File: src/rtl/jk_step_sequencer.sv
`default_nettype none
// ============================================================================
// jk_step_sequencer: drives J/K of an external JK bank as a mod-(MAX_VAL+1)
// up/down counter under a valid/ready command interface.      Rev 1.0
// ============================================================================
module jk_step_sequencer #(
    parameter int WIDTH   = 4,
    parameter int STEPW   = 8,
    parameter int MAX_VAL = 9
) (
    input  logic             CLK,
    input  logic             RESET,
    input  logic             CMD_VALID,
    output logic             CMD_READY,
    input  logic [1:0]       CMD_OP,
    input  logic [STEPW-1:0] CMD_ARG,
    input  logic [WIDTH-1:0] Q_FB,
    output logic [WIDTH-1:0] J,
    output logic [WIDTH-1:0] K,
    output logic             BUSY,
    output logic             DONE,
    output logic             WRAP
);

    localparam logic [1:0] S_IDLE = 2'd0;
    localparam logic [1:0] S_RUN  = 2'd1;
    localparam logic [1:0] S_FIN  = 2'd2;

    localparam logic [1:0] OP_UP   = 2'b00;
    localparam logic [1:0] OP_DOWN = 2'b01;
    localparam logic [1:0] OP_LOAD = 2'b10;

    localparam logic [WIDTH-1:0] C_MAX      = WIDTH'(MAX_VAL);
    localparam logic [STEPW-1:0] C_MAX_ARG  = STEPW'(MAX_VAL);

    logic [1:0]       state_q, state_d;
    logic [1:0]       op_q, op_d;
    logic [STEPW-1:0] arg_q, arg_d;
    logic [STEPW-1:0] rem_q, rem_d;
    logic             wrap_q, wrap_d;
    logic [STEPW-1:0] accept_rem;
    logic [WIDTH-1:0] nxt_val;

    always_ff @(posedge CLK or posedge RESET) begin
        if (RESET) begin
            state_q <= S_IDLE;
            op_q    <= '0;
            arg_q   <= '0;
            rem_q   <= '0;
            wrap_q  <= 1'b0;
        end else begin
            state_q <= state_d;
            op_q    <= op_d;
            arg_q   <= arg_d;
            rem_q   <= rem_d;
            wrap_q  <= wrap_d;
        end
    end

    // Target value the bank must take at the next edge; every bit is forced.
    always_comb begin
        nxt_val = '0;
        case (op_q)
            OP_UP:   nxt_val = (Q_FB >= C_MAX) ? '0 : Q_FB + WIDTH'(1);
            OP_DOWN: nxt_val = ((Q_FB == '0) || (Q_FB > C_MAX)) ? C_MAX : Q_FB - WIDTH'(1);
            OP_LOAD: nxt_val = (arg_q > C_MAX_ARG) ? C_MAX : arg_q[WIDTH-1:0];
            default: nxt_val = '0;
        endcase
    end

    always_comb begin
        state_d    = state_q;
        op_d       = op_q;
        arg_d      = arg_q;
        rem_d      = rem_q;
        wrap_d     = 1'b0;
        accept_rem = CMD_OP[1] ? STEPW'(1) : CMD_ARG;
        case (state_q)
            S_IDLE: begin
                if (CMD_VALID) begin
                    op_d    = CMD_OP;
                    arg_d   = CMD_ARG;
                    rem_d   = accept_rem;
                    state_d = (accept_rem != '0) ? S_RUN : S_FIN;
                end
            end
            S_RUN: begin
                rem_d  = rem_q - STEPW'(1);
                wrap_d = ((op_q == OP_UP) && (Q_FB >= C_MAX)) ||
                         ((op_q == OP_DOWN) && (Q_FB == '0));
                if (rem_q <= STEPW'(1)) begin
                    state_d = S_FIN;
                end
            end
            S_FIN:   state_d = S_IDLE;
            default: state_d = S_IDLE;
        endcase
    end

    always_comb begin
        CMD_READY = (state_q == S_IDLE) && !RESET;
        BUSY      = (state_q != S_IDLE);
        DONE      = (state_q == S_FIN);
        J         = '0;
        K         = '0;
        if (state_q == S_RUN) begin
            J = nxt_val;
            K = ~nxt_val;
        end
    end

    assign WRAP = wrap_q;

endmodule
`default_nettype wire

File: config.mk
export PLATFORM = sky130hd
export DESIGN_NAME = jk_step_sequencer
export DESIGN_NICKNAME = d
export VERILOG_FILES = /design/src/rtl/jk_step_sequencer.sv
export SDC_FILE = /design/constraint.sdc
export NUM_CORES = 1
export LEC_CHECK = 0
export BUFFER_PORTS_ARGS = -buffer_cell sky130_fd_sc_hd__buf_2
export CAP_MARGIN = 20
export CORE_MARGIN = 2
export CORE_UTILIZATION = 58
export CTS_CLUSTER_DIAMETER = 60
export CTS_CLUSTER_SIZE = 8
export DETAILED_ROUTE_END_ITERATION = 7
export PLACE_DENSITY = 0.83
export SYNTH_ARGS = -nofsm -noshare
export SYNTH_HDL_FRONTEND = slang
export SYNTH_SLANG_ARGS = --single-unit
File: constraint.sdc
create_clock -name CLK -period 4.1 [get_ports CLK]
set_input_delay 0.205 -clock CLK [delete_from_list [all_inputs] [get_ports CLK]]
set_output_delay 0.205 -clock CLK [all_outputs]
set_load 0.1 [all_outputs]
==> flow_summary.toml, run 1 <==
[run_status]
status = "finished clean"

[logic_synthesis]
synth_flop_cell = "dfrtp_1"
yosysWarnings = 0
synth_seq_cells = 21
async_reset_ff_frac = 1.00
syn_inst = 163
synth_compound_area_frac = 0.215
synthesis.nets = 186
synthXorXnorAreaFrac = 0.00623
synth_top_family_by_area = "simple AND/OR/NAND/NOR gates"
avgSynthCellArea_um2 = 8.62
ys_seq_area_frac = 0.374
syn_area_mm2 = 0.00141
yosysUniqueCellTypes = 47
synthAdderAreaFrac = 0.0534
yosys-mux-area-fraction = 0.00801
yosys.area_share.simple = 0.308
synth_edf_count = 0

[cts]
cts_setup_buffers = 0
cts_buffers = 3
ctsResizeCount = 0
cts_hold_buf = 0
clkSinkCount = 21
cts-root-buf = "clkbuf_4"
htreeDepth = 1
clk_latency_ns = 0.30
cts_tree = "done"
clk_pin_slew_ns = 0.12
max-clock-path-buffers = 2

[timing]
fin_hold_ws_ns = 0.0316
period_minus_slack_ns = 2.48
tightest_slew_ns = 0.956
relSlewSlack = 0.360
skew_ns = 0.0119
rsz0062_at_grt = "no"
setup-tns-final_ns = 0
finalSetupViolCount = 0
fmax_mhz = 404
fin_crit_sh = 0.604
hold_viol = 0
maxSlewViolCount = 0
setup_slack_ns = 1.62

[floorplanning]
ioPinCount = 29
start_util = 0.623
core_mm2 = 0.00225
rows = 17
die_height_um = 53.2
die_w_um = 53.2
die-area_mm2 = 0.00283

[min_path]
hold_class = "input port to asynchronous set/reset pin"

[global_route]
track_usage = 0.254
grt_pass1_vias = 1208
antenna_found_initial = 0
grt_max_degree = 22
gr-total-overflow = 0
grt_pass1_wl_um = 5290

[worst_setup_path]
crit_path_end_kind = "output port"
setup.worst_path.start = "op_q[1]"
worstReg2RegStart = "rem_q[0]"
critPathArrivalTime_ns = 2.27
crit_path_max_fanout = 8
crit_required_ns = 3.89
critical_path_class = "flop to output port"
critical_path.startpoint_type = "flop"

[route]
dr.pass1.iters = 4
drc_errors = 0
drt-wirelength-per-cell_um = 14.8
routed_wirelength_um = 3210
via_count = 1333
drtAntennaViolNets = 0
vias_per_cell = 6.14
drt_iter0_drc = 52

[cells_and_area]
area_growth_pct = 12.8
mostFrequentLayoutCell = "nand2_1"
layout_common_cells = "33 x nand2_1, 28 x buf_2, 21 x dfrtp_1, 13 x nor2_1, 9 x a21oi_1"
drive_above_1_share = 0.249
stdcell_count = 217
diodes = 0
layout.nets = 213

[placed_design]
gp_congestion = 0.856
place_hpwl_um = 2500
place_ws_ns = 1.73
dp_cells = 213
portBuffers = 28

[job]
max-cap-violations = 0
## path summary, 6_finish.rpt
check                             end  slack (ns)  cells after the start
hold / removal             state_q[1]        0.03                      2
min in group CLK              op_q[0]        0.11                      3
setup reg to reg             rem_q[5]        2.31                      4
max in group asynchronous    arg_q[5]        3.58                      2
setup / recovery                 J[1]        1.62                      5
hold reg to reg              arg_q[7]        0.50                      2
## cells by family (layout without fill, tap and decap cells)
| logic type | after synthesis | count (layout) |
|---|---|---|
| AND/OR/NAND/NOR | 78 | 78 |
| AO/OA/AOI/OAI | 43 | 43 |
| flip-flops | 21 | 21 |
| buffers and inverters | 13 | 39 |
| adder cells (fa/ha/maj) | 6 | 6 |
| XOR/XNOR | 1 | 1 |
| multiplexers | 1 | 1 |
## synthesized netlist by cell type, types with 2 or more instances
| master | count | share of area |
|---|---|---|
| nand2_1 | 33 | 0.088 |
| and2_1 | 3 | 0.013 |
| a31o_2 | 2 | 0.012 |
| a32oi_1 | 2 | 0.012 |
| nor4_1 | 5 | 0.022 |
| a311oi_1 | 2 | 0.012 |
| a22o_1 | 2 | 0.012 |
| o31ai_1 | 2 | 0.011 |
| nand2b_1 | 2 | 0.0089 |
| ha_1 | 6 | 0.053 |
| o21ai_0 | 6 | 0.021 |
| nor2_1 | 13 | 0.035 |
| inv_1 | 7 | 0.019 |
| a211oi_1 | 5 | 0.027 |
| a21oi_1 | 9 | 0.032 |
| nand3_1 | 2 | 0.0071 |
| a211o_1 | 2 | 0.012 |
| clkbuf_1 | 6 | 0.016 |
| dfrtp_1 | 21 | 0.37 |
| o22ai_1 | 3 | 0.013 |
| nor3_1 | 3 | 0.011 |
| or4b_4 | 2 | 0.020 |
## layer usage
| layer | global-route usage | part of all wire | up-vias |
|---|---|---|---|
| met1 | 0.343 | 0.45 | 622 |
| met3 | 0.0367 | 0.073 | 4 |
| met5 | 0 | 0 | - |
| li1 | - | - | 646 |
| met2 | 0.420 | 0.47 | 61 |
| met4 | 0.0726 | 0.0059 | 0 |
## critical path: stages, from the launching register on
cell     delay [ns]
dfrtp_1        0.50
or4b_4         0.53
nor3_4         0.20
a221o_1        0.20
and2_1         0.12
buf_2          0.42
## per-stage QoR
stage          utilization  cell area [µm²]
2_1_floorplan            -             1410
3_3_place_gp         0.691             1560
3_5_place_dp         0.691             1560
4_1_cts              0.703             1590
5_1_grt              0.703             1590
6_report             0.703             1590
## cell type report
type | instances | area (µm²)
well taps | 28 | 35.0
multi-input cells | 129 | 831
clock buffers | 3 | 22.5
repair buffers | 28 | 140
inverters | 7 | 26.3
clock inverters | 1 | 5.00
flip-flops and latches | 21 | 526
fillers | 195 | 669
## state kept, by name, indices dropped and copies added, names as in the netlist
register,flops
op_q,2
rem_q,8
WRAP,1
arg_q,8
state_q,2
Power of run 1 is not shown: default switching activity piles up to over one toggle a cycle in this logic, so the estimate is an artifact.
==> inputs of run 2 (changes only) <==
--- a/config.mk
+++ b/config.mk
@@ -8,11 +8,11 @@
 export BUFFER_PORTS_ARGS = -buffer_cell sky130_fd_sc_hd__buf_2
 export CAP_MARGIN = 20
 export CORE_MARGIN = 2
-export CORE_UTILIZATION = 58
+export CORE_UTILIZATION = 54
 export CTS_CLUSTER_DIAMETER = 60
 export CTS_CLUSTER_SIZE = 8
 export DETAILED_ROUTE_END_ITERATION = 7
-export PLACE_DENSITY = 0.83
+export PLACE_DENSITY = 0.78
 export SYNTH_ARGS = -nofsm -noshare
 export SYNTH_HDL_FRONTEND = slang
 export SYNTH_SLANG_ARGS = --single-unit
==> constraint.sdc (replaced) <==
create_clock -name CLK -period 2.3 [get_ports CLK]
set_input_delay 0.115 -clock CLK [delete_from_list [all_inputs] [get_ports CLK]]
set_output_delay 0.115 -clock CLK [all_outputs]
set_load 0.1 [all_outputs]
==> run 2 against run 1 <==
Compared with the run above:
- die area rose by 6.8%
- routed wire length rose by 3.2%
- worst hold slack worse by 0.015 ns
- flip-flop and latch count unchanged
- largest cell class unchanged
- register-to-register slack got worse by 1.8 ns
- setup slack got worse by 1.5 ns
==> flow_summary.toml, run 2 (same netlist as run 1, synthesis figures left out) <==
[run_status]
status = "finished clean"

[timing]
skew_ns = 0.00530
relSlewSlack = 0.491
rsz0062_at_grt = "no"
maxSlewViolCount = 0
period_minus_slack_ns = 2.19
fin_crit_sh = 0.953
fmax_mhz = 456
hold_viol = 0
finalSetupViolCount = 0
tightest_slew_ns = 0.763
setup-tns-final_ns = 0

[cts]
cts_tree = "done"
clk_pin_slew_ns = 0.12
cts-root-buf = "clkbuf_4"
clkSinkCount = 21
cts_setup_buffers = 0
max-clock-path-buffers = 2
htreeDepth = 1
clk_latency_ns = 0.30
cts_buffers = 3

[placed_design]
gp_congestion = 1.06
placed_area_mm2 = 0.00164
place_hpwl_um = 2610
portBuffers = 28
dp_cells = 217

[global_route]
met2_usage = 0.391
grt.busiest_layer = "met2"
grt_max_degree = 22
track_usage = 0.247
gr-total-overflow = 0
antenna_found_initial = 0
grt_util_met1 = 0.363
use_met3 = 0.0376
grt_pass1_wl_um = 5360
grt_pass1_vias = 1180

[cells_and_area]
drive_above_1_share = 0.281
diodes = 0
layout_common_cells = "33 x nand2_1, 21 x dfrtp_1, 21 x buf_2, 11 x nor2_1"
area_growth_pct = 19.9
top_regs = "arg_q (8), rem_q (8)"
design_area_mm2 = 0.00169
stdcell_count = 222
layout.nets = 216
mostFrequentLayoutCell = "nand2_1"

[worst_setup_path]
path_cells = "or4b_4 > nor3_4 > a221o_1 > a21oi_2 > buf_2"
critical_path_class = "flop to output port"
critical_path.startpoint_type = "flop"
reg2reg_depth = 4
timing.rr.end = "rem_q[5]"
crit_path_max_fanout = 4
slowest_delay_ns = 0.57
critPathArrivalTime_ns = 2.08
crit_required_ns = 2.18
timing.reg2reg.setup_slack_ns = 0.54
crit_path_end_kind = "output port"
critPathSlowestCell = "or4b_4"
worstReg2RegStart = "rem_q[0]"

[floorplanning]
die-area_mm2 = 0.00303
rows = 18
ioPinCount = 29
core_mm2 = 0.00248
die_w_um = 55.0
start_util = 0.567
die_height_um = 55.0

[route]
vias_per_cell = 6.18
drt_iter0_drc = 49
drc_errors = 0
via_count = 1371
routed_wirelength_um = 3310
dr.pass1.iters = 5
drtAntennaViolNets = 0
drt-wirelength-per-cell_um = 14.9

[job]
max-cap-violations = 0

[min_path]
worstHoldStart = "CMD_OP[0]"
hold_class = "input port to flop"
whs_path_depth = 3
min_to = "op_q[0]"
-- run 2: cell count changes in the layout (fill, tap and decap cells not counted), sizes merged --
cell,change
clkbuf,+2
dlygate4sd3,+1
-- run 2: worst max-delay path by stage --
stage,end,slack [ns],depth (start not counted),startpoint
floorplan,K[3],-0.24,4,op_q[0]
global placement,J[0],0.31,8,Q_FB[0]
detailed placement,K[2],0.22,8,Q_FB[1]
CTS,K[3],0.02,5,arg_q[4]
global route,K[1],0.0005,5,op_q[0]
finish,K[1],0.11,5,arg_q[4]
-- run 2: cell type report --
cell class | instances | area (µm²)
sequential | 21 | 526
clock inverter | 1 | 5.00
tap | 30 | 37.5
clock buffer | 3 | 22.5
fill | 210 | 792
timing repair buffer | 31 | 220
inverter | 7 | 26.3
multi-input combinational | 129 | 848
-- run 2: metal layers --
metal / part of all wire / vias up / wire length, µm
met5: 0 / - / 0
met3: 0.078 / 6 / 260
met1: 0.45 / 649 / 1490
met2: 0.46 / 66 / 1530
li1: - / 650 / -
met4: 0.0097 / 0 / 32
-- run 2: worst max-delay path, delay by kind of cell (launching register included) --
family                 cells  cell delay (ns)
flip-flops                 1             0.40
AO/OA/AOI/OAI              2             0.29
buffers and inverters      1             0.31
AND/OR/NAND/NOR            2             0.78
-- run 2: metrics by stage --
step,hold WS (ns),setup slack (ns),util
finish,0.0166,0.109,0.680
floorplan,0.0915,-0.237,-
detailed placement,0.314,0.222,0.661
global placement,0.306,0.313,0.661
CTS,0.0163,0.0198,0.677
global route,0.0173,0.000523,0.680
-- run 2: timing repair --
item,in CTS,in global routing
hold buffers,1,0
gates cloned,0,0
endpoints found under the hold margin,21,0
gates resized for setup,1,4
endpoints found under the setup margin,1,3
Power of run 2 is left out for the same reason.
==> inputs of run 3 (changes only) <==
==> constraint.sdc (replaced) <==
create_clock -name CLK -period 2.3 [get_ports CLK]
set_input_delay 0.115 -clock CLK [delete_from_list [all_inputs] [get_ports CLK]]
set_output_delay 0.115 -clock CLK [all_outputs]
set_load 0.01 [all_outputs]
==> run 3 against run 2 <==
Compared with the run above:
- global-route usage decreased by 1.4 points
- register-to-register slack about the same
- maximum frequency increased by 1.9%
- clock skew decreased by 0.0012 ns
- first-iteration DRC count increased by 2.0%
- core utilization decreased by 3.3 points
- cell count decreased by 0.45%
- die area unchanged
- design area decreased by 4.8%
- routed wire length decreased by 4.1%
- setup slack improved by 0.042 ns
- non-clock buffer count decreased by 1
==> flow_summary.toml, run 3 (same netlist as run 1, synthesis figures left out) <==
[run_status]
status = "finished clean"

[route]
vias_per_cell = 6.13
drt-wirelength-per-cell_um = 14.4
via_count = 1355
drt_iter0_drc = 50
dr.pass1.iters = 4
drc_errors = 0
routed_wirelength_um = 3180
drtAntennaViolNets = 0

[floorplanning]
die-area_mm2 = 0.00303
start_util = 0.567
die_w_um = 55.0
core_mm2 = 0.00248
ioPinCount = 29
rows = 18
die_height_um = 55.0

[timing]
fin_hold_ws_ns = 0.0124
finalSetupViolCount = 0
rsz0062_at_grt = "no"
setup-tns-final_ns = 0
fmax_mhz = 465
skew_ns = 0.00413
period_minus_slack_ns = 2.15
hold_viol = 0
maxSlewViolCount = 0
tightest_slew_ns = 0.764
fin_crit_sh = 0.934
relSlewSlack = 0.490

[cells_and_area]
drive_above_1_share = 0.246
design_area_mm2 = 0.00160
area_growth_pct = 14.2
layout.nets = 215
final_util = 0.647
diodes = 0
mostFrequentLayoutCell = "nand2_1"
layout_common_cells = "33 x nand2_1, 28 x buf_2, 21 x dfrtp_1, 13 x nor2_1, 9 x a21oi_1"
fillers = 218
top_regs = "arg_q (8), rem_q (8)"

[power_and_ir_drop]
p_per_area_mw_per_mm2 = 1190
p_leak_nw = 0.749
vdd_drop_max_uv = 800
total_power_mw = 1.91

[job]
max-cap-violations = 0

[global_route]
grt_max_degree = 22
grt_pass1_wl_um = 5060
antenna_found_initial = 0
grt_pass1_vias = 1145
track_usage = 0.233
gr-total-overflow = 0

[worst_setup_path]
crit_required_ns = 2.18
path_cells = "or4b_4 > nor3_4 > a32oi_1 > and3_1 > buf_2"
critical_path.startpoint_type = "flop"
crit_path_max_fanout = 8
slowest_delay_ns = 0.53
critical_path_class = "flop to output port"
timing.reg2reg.setup_slack_ns = 0.55
critPathSlowestCell = "or4b_4"
critPathTopFamily = "simple AND/OR/NAND/NOR gates"
crit_path_end_kind = "output port"
critPathArrivalTime_ns = 2.03
crit_buf_inv = 1

[cts]
clkSinkCount = 21
ctsResizeCount = 0
max-clock-path-buffers = 2
cts-root-buf = "clkbuf_4"
cts_buffers = 3
clk_latency_ns = 0.31
htreeDepth = 1
clk_pin_slew_ns = 0.12
cts_tree = "done"

[min_path]
hold_class = "input port to flop"

[placed_design]
gp_congestion = 0.968
place_hpwl_um = 2430
placed_area_mm2 = 0.00157
portBuffers = 28
## run 3: cell count changes in the layout (fill, tap and decap cells not counted)
cell      change
clkbuf_4      -2
clkbuf_1      +1
a21oi_2       -2
a21oi_1       +2
o31ai_2       -1
nor2_1        +2
buf_4         -3
buf_12        -3
buf_2         +7
nor2_2        -2
o31ai_1       +1
clkinv_2      -1
## run 3: worst register-to-register path, cell delays in order, from the launching register on
cell and delay (ns):
dfrtp_1 0.45, or4b_4 0.60, nor4_1 0.21, mux2_2 0.36, nor2_1 0.08
## run 3: final cells by class
cell class,instances,area [µm²],share of cell area
Tap cell,30,37.5,0.0234
Clock buffer,4,26.3,0.0164
Inverter,7,26.3,0.0164
Sequential cell,21,526,0.328
Multi-Input combinational cell,129,831,0.518
Timing Repair Buffer,30,158,0.0983
## run 3: timing repair
action / 4_1_cts / 5_1_grt
endpoints found under the setup margin: 0 / 0
hold buffers: 1 / 0
endpoints found under the hold margin: 21 / 0
buffers inserted: 0 / 0
## run 3: per-layer routing
metal | share of wire | vias up | track usage
li1 | - | 647 | -
met1 | 0.46 | 650 | 0.343
met2 | 0.45 | 56 | 0.363
met3 | 0.081 | 2 | 0.0323
met4 | 0.0053 | 0 | 0.0610
met5 | 0 | - | 0
## run 3: worst paths after layout
path	from	end	cells after the start
min	CMD_OP[0]	op_q[0]	3
min in group asynchronous	RESET	rem_q[0]	3
max in group asynchronous	RESET	arg_q[6]	3
max reg2reg	rem_q[0]	rem_q[5]	4
min reg2reg	arg_q[7]	arg_q[7]	2
max	op_q[1]	K[2]	5
## run 3: per-stage QoR
stage	setup WS (ns)	std cells
after floorplan	0.662	163
after global placement	0.486	216
after detailed placement	0.403	216
after CTS	0.170	221
after global routing	0.0773	221
final	0.151	221
## run 3: power by group
part	leakage, nW	switching [mW]	total [mW]	internal, mW
Sequential	0.255	0.199	0.741	0.541
Clock	0.0150	0.112	0.180	0.0677
Combinational	0.479	0.536	0.987	0.451
Total	0.749	0.847	1.91	1.06
No activity file was read; power rests on OpenSTA's default activity.
